File: config.mk
export PLATFORM = sky130hd
export DESIGN_NAME = uart_rx_ctrl
export DESIGN_NICKNAME = d
export VERILOG_FILES = /design/src/rtl/uart_pkg.sv /design/src/rtl/uart_rx_sampler.sv /design/src/rtl/uart_rx_ctrl.sv
export SDC_FILE = /design/constraint.sdc
export NUM_CORES = 1
export LEC_CHECK = 0
export ABC_CLOCK_PERIOD_IN_PS = 3600
export CAP_MARGIN = 0
export CORE_ASPECT_RATIO = 1.2
export CORE_UTILIZATION = 49
export CTS_CLUSTER_SIZE = 30
export DETAILED_ROUTE_END_ITERATION = 12
export PLACE_DENSITY = 0.81
export SYNTH_ARGS = -nofsm -noshare
export SYNTH_HDL_FRONTEND = slang
export SYNTH_HIERARCHICAL = 1
export SYNTH_SLANG_ARGS = --single-unit
File: constraint.sdc
create_clock -name CLK -period 3.6 [get_ports CLK]
set_clock_uncertainty 0.1 [all_clocks]
set_input_delay 0.72 -clock CLK [delete_from_list [all_inputs] [get_ports CLK]]
set_output_delay 0.72 -clock CLK [all_outputs]
set_load 0.02 [all_outputs]
File: src/rtl/uart_pkg.sv
// uart_pkg: state encoding and parity constants shared by the UART RX and TX controllers.
// Build option: UART_RX_MAJORITY_EN selects 2-of-3 majority sampling in uart_rx_sampler.
package uart_pkg;

  typedef enum logic [2:0] {
    IDLE   = 3'd0,
    START  = 3'd1,
    DATA   = 3'd2,
    PARITY = 3'd3,
    STOP   = 3'd4
  } uart_state_e;

  localparam logic PAR_EVEN = 1'b0;
  localparam logic PAR_ODD  = 1'b1;

  // 2-of-3 vote used by the oversampling majority filter
  function automatic logic maj3(input logic a, input logic b, input logic c);
    return (a & b) | (a & c) | (b & c);
  endfunction

endpackage

File: src/rtl/uart_rx_sampler.sv
// uart_rx_sampler: per-bit edge counter and mid-bit sampling of the RX line.
// Build option: UART_RX_MAJORITY_EN defined -> 2-of-3 vote over edges P/2-1, P/2, P/2+1;
// undefined -> single sample at P/2. Either way the decision is presented at P/2+1.
module uart_rx_sampler
  import uart_pkg::*;
#(
  parameter int unsigned PRESCALE_W = 6
) (
  input  logic                  clk,
  input  logic                  rst,
  input  logic                  rx_in,
  input  logic                  en,
  input  logic [PRESCALE_W-1:0] prescale,
  output logic [PRESCALE_W-1:0] edge_cnt,
  output logic                  sampled_bit,
  output logic                  sample_done
);

  logic [PRESCALE_W-1:0] half;
  logic [PRESCALE_W-1:0] last;
  logic                  s_mid;

  assign half = prescale >> 1;
  assign last = prescale - PRESCALE_W'(1);

  // Edge counter: 0..P-1 within a bit, held at 0 while the receiver is idle
  always_ff @(posedge clk) begin
    if (rst) begin
      edge_cnt <= '0;
    end else if (!en || (edge_cnt == last)) begin
      edge_cnt <= '0;
    end else begin
      edge_cnt <= edge_cnt + PRESCALE_W'(1);
    end
  end

  // Mid-bit sample; reset to the idle line level
  always_ff @(posedge clk) begin
    if (rst) begin
      s_mid <= 1'b1;
    end else if (en && (edge_cnt == half)) begin
      s_mid <= rx_in;
    end
  end

`ifdef UART_RX_MAJORITY_EN
  logic s_early;

  // Early sample one edge before mid-bit; the late sample is the live line at the decision edge
  always_ff @(posedge clk) begin
    if (rst) begin
      s_early <= 1'b1;
    end else if (en && (edge_cnt == (half - PRESCALE_W'(1)))) begin
      s_early <= rx_in;
    end
  end

  assign sampled_bit = maj3(s_early, s_mid, rx_in);
`else
  assign sampled_bit = s_mid;
`endif

  assign sample_done = en && (edge_cnt == (half + PRESCALE_W'(1)));

endmodule

File: src/rtl/uart_rx_ctrl.sv
// uart_rx_ctrl: UART receive FSM - start qualification, LSB-first deserialization,
// optional parity and stop checks, registered parallel output with a one-cycle valid strobe.
// Build option: UART_RX_MAJORITY_EN (forwarded to uart_rx_sampler) enables majority sampling.
module uart_rx_ctrl
  import uart_pkg::*;
#(
  parameter int unsigned DATA_WIDTH = 8,
  parameter int unsigned PRESCALE_W = 6
) (
  input  logic                  CLK,
  input  logic                  RST,
  input  logic                  RX_IN,
  input  logic [PRESCALE_W-1:0] PRESCALE,
  input  logic                  PAR_EN,
  input  logic                  PAR_TYP,
  output logic [DATA_WIDTH-1:0] P_DATA,
  output logic                  DATA_VALID,
  output logic                  PAR_ERR,
  output logic                  STP_ERR
);

  localparam int unsigned BIT_CNT_W = (DATA_WIDTH > 1) ? $clog2(DATA_WIDTH) : 1;
  localparam logic [BIT_CNT_W-1:0] LAST_BIT = BIT_CNT_W'(DATA_WIDTH - 1);

  uart_state_e           state;
  logic [BIT_CNT_W-1:0]  bit_cnt;
  logic [DATA_WIDTH-1:0] shift_reg;
  logic [PRESCALE_W-1:0] prescale_q;
  logic                  par_en_q;
  logic                  par_typ_q;
  logic                  bit_q;

  logic [PRESCALE_W-1:0] edge_cnt;
  logic                  sampled_bit;
  logic                  sample_done;
  logic                  last_edge;
  logic                  sampler_en;
  logic                  par_exp;

  assign sampler_en = (state != IDLE);
  assign last_edge  = (edge_cnt == (prescale_q - PRESCALE_W'(1)));
  assign par_exp    = (par_typ_q == PAR_EVEN) ? (^shift_reg) : ~(^shift_reg);

  uart_rx_sampler #(
    .PRESCALE_W (PRESCALE_W)
  ) u_sampler (
    .clk         (CLK),
    .rst         (RST),
    .rx_in       (RX_IN),
    .en          (sampler_en),
    .prescale    (prescale_q),
    .edge_cnt    (edge_cnt),
    .sampled_bit (sampled_bit),
    .sample_done (sample_done)
  );

  // Frame FSM with bit counter, shift register, error checks and output registers
  always_ff @(posedge CLK) begin
    if (RST) begin
      state      <= IDLE;
      bit_cnt    <= '0;
      shift_reg  <= '0;
      prescale_q <= '0;
      par_en_q   <= 1'b0;
      par_typ_q  <= 1'b0;
      bit_q      <= 1'b1;
      P_DATA     <= '0;
      DATA_VALID <= 1'b0;
      PAR_ERR    <= 1'b0;
      STP_ERR    <= 1'b0;
    end else begin
      DATA_VALID <= 1'b0;
      unique case (state)
        IDLE: begin
          if (!RX_IN) begin
            state      <= START;
            prescale_q <= PRESCALE;
            par_en_q   <= PAR_EN;
            par_typ_q  <= PAR_TYP;
            PAR_ERR    <= 1'b0;
            STP_ERR    <= 1'b0;
          end
        end
        START: begin
          // Flags of a frame followed back-to-back stay visible until this start bit is judged
          if (sample_done) begin
            PAR_ERR <= 1'b0;
            STP_ERR <= 1'b0;
          end
          if (sample_done && sampled_bit) begin
            state <= IDLE;
          end else if (last_edge) begin
            state   <= DATA;
            bit_cnt <= '0;
          end
        end
        DATA: begin
          if (sample_done) begin
            shift_reg <= {sampled_bit, shift_reg[DATA_WIDTH-1:1]};
          end
          if (last_edge) begin
            if (bit_cnt == LAST_BIT) begin
              bit_cnt <= '0;
              state   <= par_en_q ? PARITY : STOP;
            end else begin
              bit_cnt <= bit_cnt + BIT_CNT_W'(1);
            end
          end
        end
        PARITY: begin
          if (sample_done) begin
            bit_q <= sampled_bit;
          end
          if (last_edge) begin
            if (bit_q != par_exp) begin
              PAR_ERR <= 1'b1;
            end
            state <= STOP;
          end
        end
        STOP: begin
          if (sample_done) begin
            bit_q <= sampled_bit;
          end
          if (last_edge) begin
            if (!bit_q) begin
              STP_ERR <= 1'b1;
            end else if (!PAR_ERR) begin
              DATA_VALID <= 1'b1;
              P_DATA     <= shift_reg;
            end
            if (!RX_IN) begin
              state      <= START;
              prescale_q <= PRESCALE;
              par_en_q   <= PAR_EN;
              par_typ_q  <= PAR_TYP;
            end else begin
              state <= IDLE;
            end
          end
        end
        default: state <= IDLE;
      endcase
    end
  end

endmodule

Word level (Yosys, flattened, before mapping)
Index checks and enable logic that the tools add are counted.
{"block": "word_totals", "regBits": 41, "input_bits": 11, "out_inout_bits": 11, "elab_cells": 99}
{"block": "classes", "add_sub_neg": 4, "n_eq_ne": 20, "muxes": 34, "n_bitwise": 5, "n_reduce_logical": 23}
{"operator": "3-bit 2-to-1 mux", "n": 12}
{"operator": "2-bit != test (second input constant)", "n": 10}
{"operator": "3-bit case mux with 5 select lines", "n": 1}
{"operator": "1-bit 2-to-1 mux", "n": 13}
{"operator": "6-bit == test", "n": 2}
{"operator": "6-bit 2-to-1 mux", "n": 2}
{"operator": "6-bit case mux with 2 select lines", "n": 1}
{"operator": "5-bit AND reduction", "n": 2}
{"operator": "3-bit nonzero test", "n": 3}
{"operator": "4-bit AND reduction", "n": 2}
{"operator": "8-bit parity", "n": 1}
{"operator": "5-bit by 1-bit adder with 6-bit output (second input constant)", "n": 1}
{"operator": "6-bit by 1-bit adder with 6-bit output (second input constant)", "n": 1}
{"operator": "3-bit by 2-bit == test with 1-bit output (second input constant)", "n": 2}
{"operator": "3-bit == test (second input constant)", "n": 2}
{"operator": "6-bit by 5-bit == test with 1-bit output", "n": 1}
{"operator": "1-bit case mux with 3 select lines", "n": 2}
{"operator": "3-bit case mux with 2 select lines", "n": 1}
{"operator": "2-bit AND reduction", "n": 3}
{"operator": "6-bit AND reduction", "n": 1}
{"operator": "6-bit by 1-bit subtractor with 6-bit output (second input constant)", "n": 1}
{"operator": "1-bit inverter", "n": 5}
{"operator": "1-bit case mux with 2 select lines", "n": 2}
{"operator": "2-bit nonzero test", "n": 2}
{"operator": "10 further kinds", "n": 13}

Depth between registers and ports, before layout
Gate-level depths: netlist of the first run.
{"block": "logic_depth", "depth_word": 7, "mapped_depth": 12, "depth_no_buf": 11}

Modules after synthesis
Netlist of the first run, hierarchy kept.
{"module": "uart_rx_ctrl", "instances": 1, "cells_per_inst": 193, "area_per_inst_um2": 1737.9, "seq_area_each_um2": 680.7}
{"module": "uart_rx_sampler", "instances": 1, "cells_per_inst": 87, "area_per_inst_um2": 735.7, "seq_area_each_um2": 140.1}

Worst setup path before layout of the first run
Ideal clock, no wire load.
{"block": "synth_timing", "kind": "register to register", "startpoint": "reg prescale_q[1]", "endpoint": "reg state[0]", "setup_time_ps": 122, "t_arrival_ps": 2445, "required_time_ps": 3378, "setup_slack_ps": 934, "path_stages_with_launch": 11, "path_buffers": 1, "period_less_slack_ps": 2666, "cell_sequence": "dfxtp_1 > clkbuf_1 > inv_1 > ha_1 > xnor2_1 > nand3_1 > nor4_1 > nand2_1 > o211ai_1 > o21ai_0 > o311a_1"}
{"block": "synth_via", "elab_chain_cells": 6, "word_cells_on_any_way": 13, "cone_classes": "2 x add/sub; 6 x eq/ne; 2 x mux; 3 x reduce/logical"}
{"element": "from (decl)", "line_no": "uart_rx_ctrl.sv:28", "text": "logic [PRESCALE_W-1:0] prescale_q;"}
{"element": "from (signal assigned)", "line_no": "uart_rx_ctrl.sv:63", "text": "prescale_q <= '0;"}
{"element": "from (signal assigned)", "line_no": "uart_rx_ctrl.sv:77", "text": "prescale_q <= PRESCALE;"}
{"element": "from (signal assigned)", "line_no": "uart_rx_ctrl.sv:134", "text": "prescale_q <= PRESCALE;"}
{"element": "5-bit by 1-bit adder with 6-bit output *", "line_no": "uart_rx_sampler.sv:63", "text": "assign sample_done = en && (edge_cnt == (half + PRESCALE_W'(1)));"}
{"element": "6-bit == test *", "line_no": "uart_rx_sampler.sv:63"}
{"element": "1-bit logical AND *", "line_no": "uart_rx_sampler.sv:63"}
{"element": "named net sample_done", "line_no": "uart_rx_ctrl.sv:35", "text": "logic sample_done;"}
{"element": "1-bit logical AND *", "line_no": "uart_rx_ctrl.sv:90", "text": "if (sample_done && sampled_bit) begin"}
{"element": "3-bit != test (no source line) / 3-bit 2-to-1 mux (equally long branches)"}
{"element": "6-bit AND reduction (no source line) / 3-bit case mux with 5 select lines (equally long branches)"}
{"element": "to (signal assigned)", "line_no": "uart_rx_ctrl.sv:104", "text": "state <= par_en_q ? PARITY : STOP;"}
{"element": "to (decl)", "line_no": "uart_rx_ctrl.sv:25", "text": "uart_state_e state;"}
Mark *: on every way through the listed nets, which the timed path passes. The rest lies on a longest branch.
A chain may end at the register's enable or synchronous reset.

Final worst setup path of the first run
{"block": "layout_timing", "startpoint": "reg prescale_q[2]", "endpoint": "reg state[0]"}
The elaborated chain is that of the path after synthesis.

==> flow_summary.ini, run 1 <==
[sta]
max-slew-margin-rel_pct = 51.13
finalHoldViolCount = 0
whs_ns = 0.3773
worst_pin_slew_ns = 0.7264
rsz0062_at_grt = no
post-route-period-util_pct = 84.07
final-setup-viol-count = 0
finalCriticalPeriod_ns = 3.027
tns_ns = 0
slew_violations = 0
fmax_mhz = 330.4

[setup_path]
startpoint_type = register
slowest_stage = dfxtp_1
required_ns = 3.70
cp_max_fo = 17
cp.arrival_ns = 3.12
path_cells = inv_1, ha_1, xnor2_1, nand3_1, nor4_1, nand2_1, o211ai_1, o21ai_0, o311a_1
criticalPathCategory = register to register
critPathCaptureType = register
critical-path-max-stage-delay_ns = 0.66

[cells_and_area]
multi_input_area_mm2 = 0.001508
fillCellCount = 438
final_common_cell = dfxtp_1
seqCellArea_um2 = 820.8
n_antenna_cell = 0
drive_above_1_share_pct = 8.108
final_cell_mix = dfxtp_1, nand2_1, clkdlybuf4s50_1, xnor2_1, nor2_1
area_growth_pct = 12.49
fin_nets = 313

[floorplanning]
die_area_mm2 = 0.005337
die_x_um = 66.86
die_y_um = 79.83
core_mm2 = 0.004730
initial_core_util_pct = 52.30
ios = 22
rows = 27

[pwr]
leakage_nw = 1.076
peakVddDrop_mv = 0.2213
cellPowerDensity_mw_per_mm2 = 373.8

[routing]
totalWireLength_mm = 5.135
post_drt_wl_per_cell_um = 14.51
drt_iter0_drc = 122
vias = 2053
vias_per_cell = 5.799
drc_errors = 0
first_pass_iters = 4
ant_nets = 0

[clocking]
cts_buffer_depth = 2
clockRootBuffer = clkbuf_8
insertion_delay_ns = 0.30
hold_buffers = 0
cts_buffers = 5
clk_pin_slew_ns = 0.09
clock-sinks = 41
cts_tree = done
h-tree-depth = 2
cts-resized-gates = 0
post_cts_buffers = 0

[global_route]
grt_overflow = 0
grt_usage_pct = 21.52
grt_max_degree = 18
grt_pass1_wl_mm = 8.825
grt_pass1_vias = 1966
antenna_found_initial = 0

[synth]
synthesis.instances = 280
synth_edf_count = 0
seq_area_frac_synth_pct = 33.18
ys_warn_count = 6
synth_cell_types = 58
ys_seq_elements = 41
ys_async_sr_fraction_pct = 0
syn-num-nets = 298
avgSynthCellArea_um2 = 8.834
synthFlopType = dfxtp_1
synth_area_mm2 = 0.002474

[placement]
portBuffers = 21
hpwl_mm = 3.603
place.gp.congestion = 0.9319

[min_path]
worstHoldPathType = register to register

[outcome]
status = finished, final reports clean

[job]
maxCapViolations = 0
final timing paths:
check        depth (start not counted)                       to  slack (ns)                        from
max                                  9    state[0]$_SDFFE_PP0P_        0.57  prescale_q[2]$_SDFFE_PP0P_
min                                  2  bit_cnt[0]$_SDFFE_PP0P_        0.38     bit_cnt[0]$_SDFFE_PP0P_
max reg2reg                          9    state[0]$_SDFFE_PP0P_        0.57  prescale_q[2]$_SDFFE_PP0P_
min reg2reg                          2  bit_cnt[0]$_SDFFE_PP0P_        0.38     bit_cnt[0]$_SDFFE_PP0P_
power breakdown:
group / leakage [nW] / internal, W / switching (W) / total, W
clock: 0.0543 / 0.000208 / 0.000173 / 0.000380
sequential: 0.332 / 0.000464 / 0.0000303 / 0.000495
combinational: 0.690 / 0.0000800 / 0.0000854 / 0.000165
total: 1.08 / 0.000752 / 0.000288 / 0.00104
logic make-up after synthesis:
family	after synthesis	synth area share, %
multiplexers	15	6.070
AO/OA/AOI/OAI	61	17.45
AND/OR/NAND/NOR	98	22.00
XOR/XNOR	32	11.89
adder cells (fa/ha/maj)	7	3.541
buffers and inverters	26	5.868
flip-flops	41	33.18
area by class of cell:
cell class	count	share of cell area (%)
flip-flops and latches	41	29.50
multi-input cells	213	54.18
clock buffers	5	2.473
inverters	11	1.484
well taps	58	2.608
clock inverters	3	1.664
repair buffers	23	8.094
per-stage QoR:
stage	worst slack [ns]	power [W]	area (um2)	util, %	instances
floorplan	0.9336	0.0006308	2474	-	280
global placement	0.7688	0.0006630	2668	56.40	346
detailed placement	0.6558	0.0006673	2668	56.40	346
CTS	0.6107	0.001046	2783	58.84	354
global route	0.3101	0.001088	2783	58.84	354
finish	0.5733	0.001040	2783	58.84	354
cells in the mapped netlist (2+ instances only):
cell,instances,area [um2]
dfxtp_1,41,820.8
nand2_1,39,146.4
xnor2_1,18,157.7
nor2_1,17,63.81
a21oi_1,15,75.07
mux2i_1,15,150.1
xor2_1,13,113.9
inv_1,10,37.54
o21ai_0,8,40.04
ha_1,7,87.58
nor3_1,7,35.03
a211oi_1,6,45.04
clkbuf_1,6,22.52
nand3_1,6,30.03
a31oi_1,5,31.28
or3_1,5,31.28
buf_2,4,20.02
nor2b_1,4,25.02
o211ai_1,4,30.03
buf_6,3,33.78
o2111ai_1,3,26.28
o31ai_1,3,22.52
a311oi_1,2,17.52
a32oi_1,2,17.52
clkbuf_8,2,27.53
nand2b_1,2,12.51
nor4_1,2,12.51
routing by layer:
layer / part of all wire (%) / wire length, um / global-route usage [%] / vias up
li1: - / - / - / 1024
met1: 46 / 2364 / 26.31 / 989
met2: 50 / 2550 / 36.26 / 33
met3: 2.7 / 139 / 4.857 / 7
met4: 1.6 / 80 / 7.660 / 0
met5: 0 / 0 / 0 / -
critical path, delay by kind of cell (launching register included):
kind / cells / cell delay, ns
simple gates: 3 / 0.95
flops: 1 / 0.66
compound gates: 3 / 0.64
fa+ha+maj: 1 / 0.31
xor+xnor: 1 / 0.16
buf+inv: 1 / 0.09
(Power assumes the default switching activity.)
==> run 2: changes to the inputs <==
Settings changed: ABC_CLOCK_PERIOD_IN_PS 3600 to 2600, PLACE_DENSITY 0.81 to 0.83.
Clock period 3.6 ns to 2.6 ns, I/O delays scaled along.
==> run 2 against run 1 <==
Highest routed layer unchanged; combinational power is 77% higher; first-iteration DRC count is 20% higher; count of clock-buffer cells in the layout stayed put; clock power is 65% higher; maximum frequency is 23% higher; cell count is 5.6% higher; cell area is 8.9% higher.
==> flow_summary.ini, run 2 (synthesis gave the netlist of run 1 again) <==
[routing]
totalWireLength_mm = 5.974
post_drt_wl_per_cell_um = 15.97
vias_per_cell = 5.874
first_pass_iters = 4
ant_nets = 0
vias = 2197
drt_iter0_drc = 146
drc_errors = 0

[floorplanning]
initial_core_util_pct = 52.30
rows = 27
core_mm2 = 0.004730
die_y_um = 79.83
die_x_um = 66.86
ios = 22
die_area_mm2 = 0.005337

[setup_path]
critPathCaptureType = register
path_cells = buf_6, nand3_1, or3_1, o211ai_1, nor4_2, nand2_1, nand2_2, mux2i_4, nand4_4, or4b_4, a21oi_2
rrSetupSlack_ns = 0.15
crit_start = prescale_q[5]$_SDFFE_PP0P_
startpoint_type = register
reg2reg_from = prescale_q[5]$_SDFFE_PP0P_
slowest_stage = or4b_4
cp.arrival_ns = 2.59
criticalPathCategory = register to register
required_ns = 2.74
cp_max_fo = 4
critical-path-max-stage-delay_ns = 0.54

[pwr]
switching_share_pct = 26.64
peakVddDrop_mv = 0.3247
comb_power_share_pct = 18.4
p_clk_share_pct = 39.6
p_switching_w = 0.0004228
intPower_w = 0.001164
pwr-share-seq_pct = 42.0
leakage_nw = 1.206
cellPowerDensity_mw_per_mm2 = 523.9

[sta]
tns_ns = 0
max-slew-margin-rel_pct = 55.03
final-setup-viol-count = 0
rsz0062_at_grt = no
fmax_mhz = 408.0
post-route-period-util_pct = 94.28
slew_violations = 0
whs_ns = 0.3911
finalHoldViolCount = 0
worst_pin_slew_ns = 0.6684
finalCriticalPeriod_ns = 2.451

[cells_and_area]
seqCellArea_um2 = 835.8
fillCellCount = 385
final_cell_mix = nand2_1, dfxtp_1, clkdlybuf4s50_1, buf_4, xnor2_1
final_common_cell = nand2_1
post-route-util_pct = 64.05
drive_above_1_share_pct = 18.35
fin_nets = 333
multi_input_area_mm2 = 0.001563
n_antenna_cell = 0
area_growth_pct = 22.46

[min_path]
worstHoldPathType = register to register
worstHoldStart = STP_ERR$_SDFFE_PP0P_

[job]
maxCapViolations = 0

[clocking]
h-tree-depth = 2
clk_pin_slew_ns = 0.08
clock-sinks = 41
cts_buffers = 5
hold_buffers = 0
cts_buffer_depth = 2
insertion_delay_ns = 0.30
cts_tree = done
clockRootBuffer = clkbuf_8

[global_route]
antenna_found_initial = 0
grt_usage_pct = 24.45
grt_overflow = 0
grt_pass1_wl_mm = 9.860
grt_pass1_vias = 2108
grt_max_degree = 18

[placement]
place.gp.congestion = 0.9459
portBuffers = 21
hpwl_mm = 4.089

[outcome]
status = finished, final reports clean
[run 2: changes by cell type in the layout (fill, tap and decap cells not counted), moves of 3 or more]
cell,change
dfxtp_2,+3
buf_4,+19
dfxtp_4,+3
dfxtp_1,-6
[run 2: final cells by class]
class | count | share of cell area [%]
sequential | 41 | 27.59
multi-input combinational | 213 | 51.59
timing repair buffer | 43 | 12.52
clock inverter | 3 | 2.272
clock buffer | 5 | 2.272
inverter | 11 | 1.363
tap | 58 | 2.396
[run 2: power by group through the flow]
| stage | sequential, W | clock (W) | combinational, W |
|---|---|---|---|
| 2_1_floorplan | 0.000675 | 0 | 0.000200 |
| 3_3_place_gp | 0.000678 | 0 | 0.000263 |
| 3_5_place_dp | 0.000679 | 0 | 0.000272 |
| 4_1_cts | 0.000665 | 0.000636 | 0.000279 |
| 5_1_grt | 0.000670 | 0.000660 | 0.000314 |
| 6_report | 0.000667 | 0.000628 | 0.000292 |
[run 2: metrics by stage]
step | cells | worst slack, ns | area (um2) | total power (W)
floorplan | 280 | 0.03680 | 2480 | 0.0008745
global placement | 365 | 0.04388 | 2816 | 0.0009407
detailed placement | 365 | -0.03507 | 2816 | 0.0009506
CTS | 373 | 0.02784 | 2964 | 0.001580
global route | 374 | 0.006905 | 3029 | 0.001644
finish | 374 | 0.1488 | 3029 | 0.001587
[run 2: worst paths after layout]
path | cells past startpoint | to
max reg2reg | 11 | bit_cnt[0]$_SDFFE_PP0P_
max | 11 | bit_cnt[0]$_SDFFE_PP0P_
min reg2reg | 1 | STP_ERR$_SDFFE_PP0P_
min | 1 | STP_ERR$_SDFFE_PP0P_
[run 2: what timing repair did]
| item | in CTS | in global routing |
|---|---|---|
| gates resized for setup | 3 | 16 |
| pin swaps | 0 | 6 |
| setup endpoints to repair | 1 | 3 |
| setup buffers | 0 | 1 |
[run 2: critical path: cells and delay by family (launching register included)]
family	cells	cell delay [ns]
buffers and inverters	1	0.12
and+or+nand+nor	7	1.39
AOI/OAI and AO/OA	2	0.22
DFF	1	0.39
muxes	1	0.18
[run 2: routing by layer]
| metal | track usage, % | share of wire (%) |
|---|---|---|
| met1 | 29.85 | 42 |
| met2 | 42.53 | 52 |
| met3 | 3.857 | 4.5 |
| met4 | 8.511 | 2.1 |
| met5 | 0 | 0 |
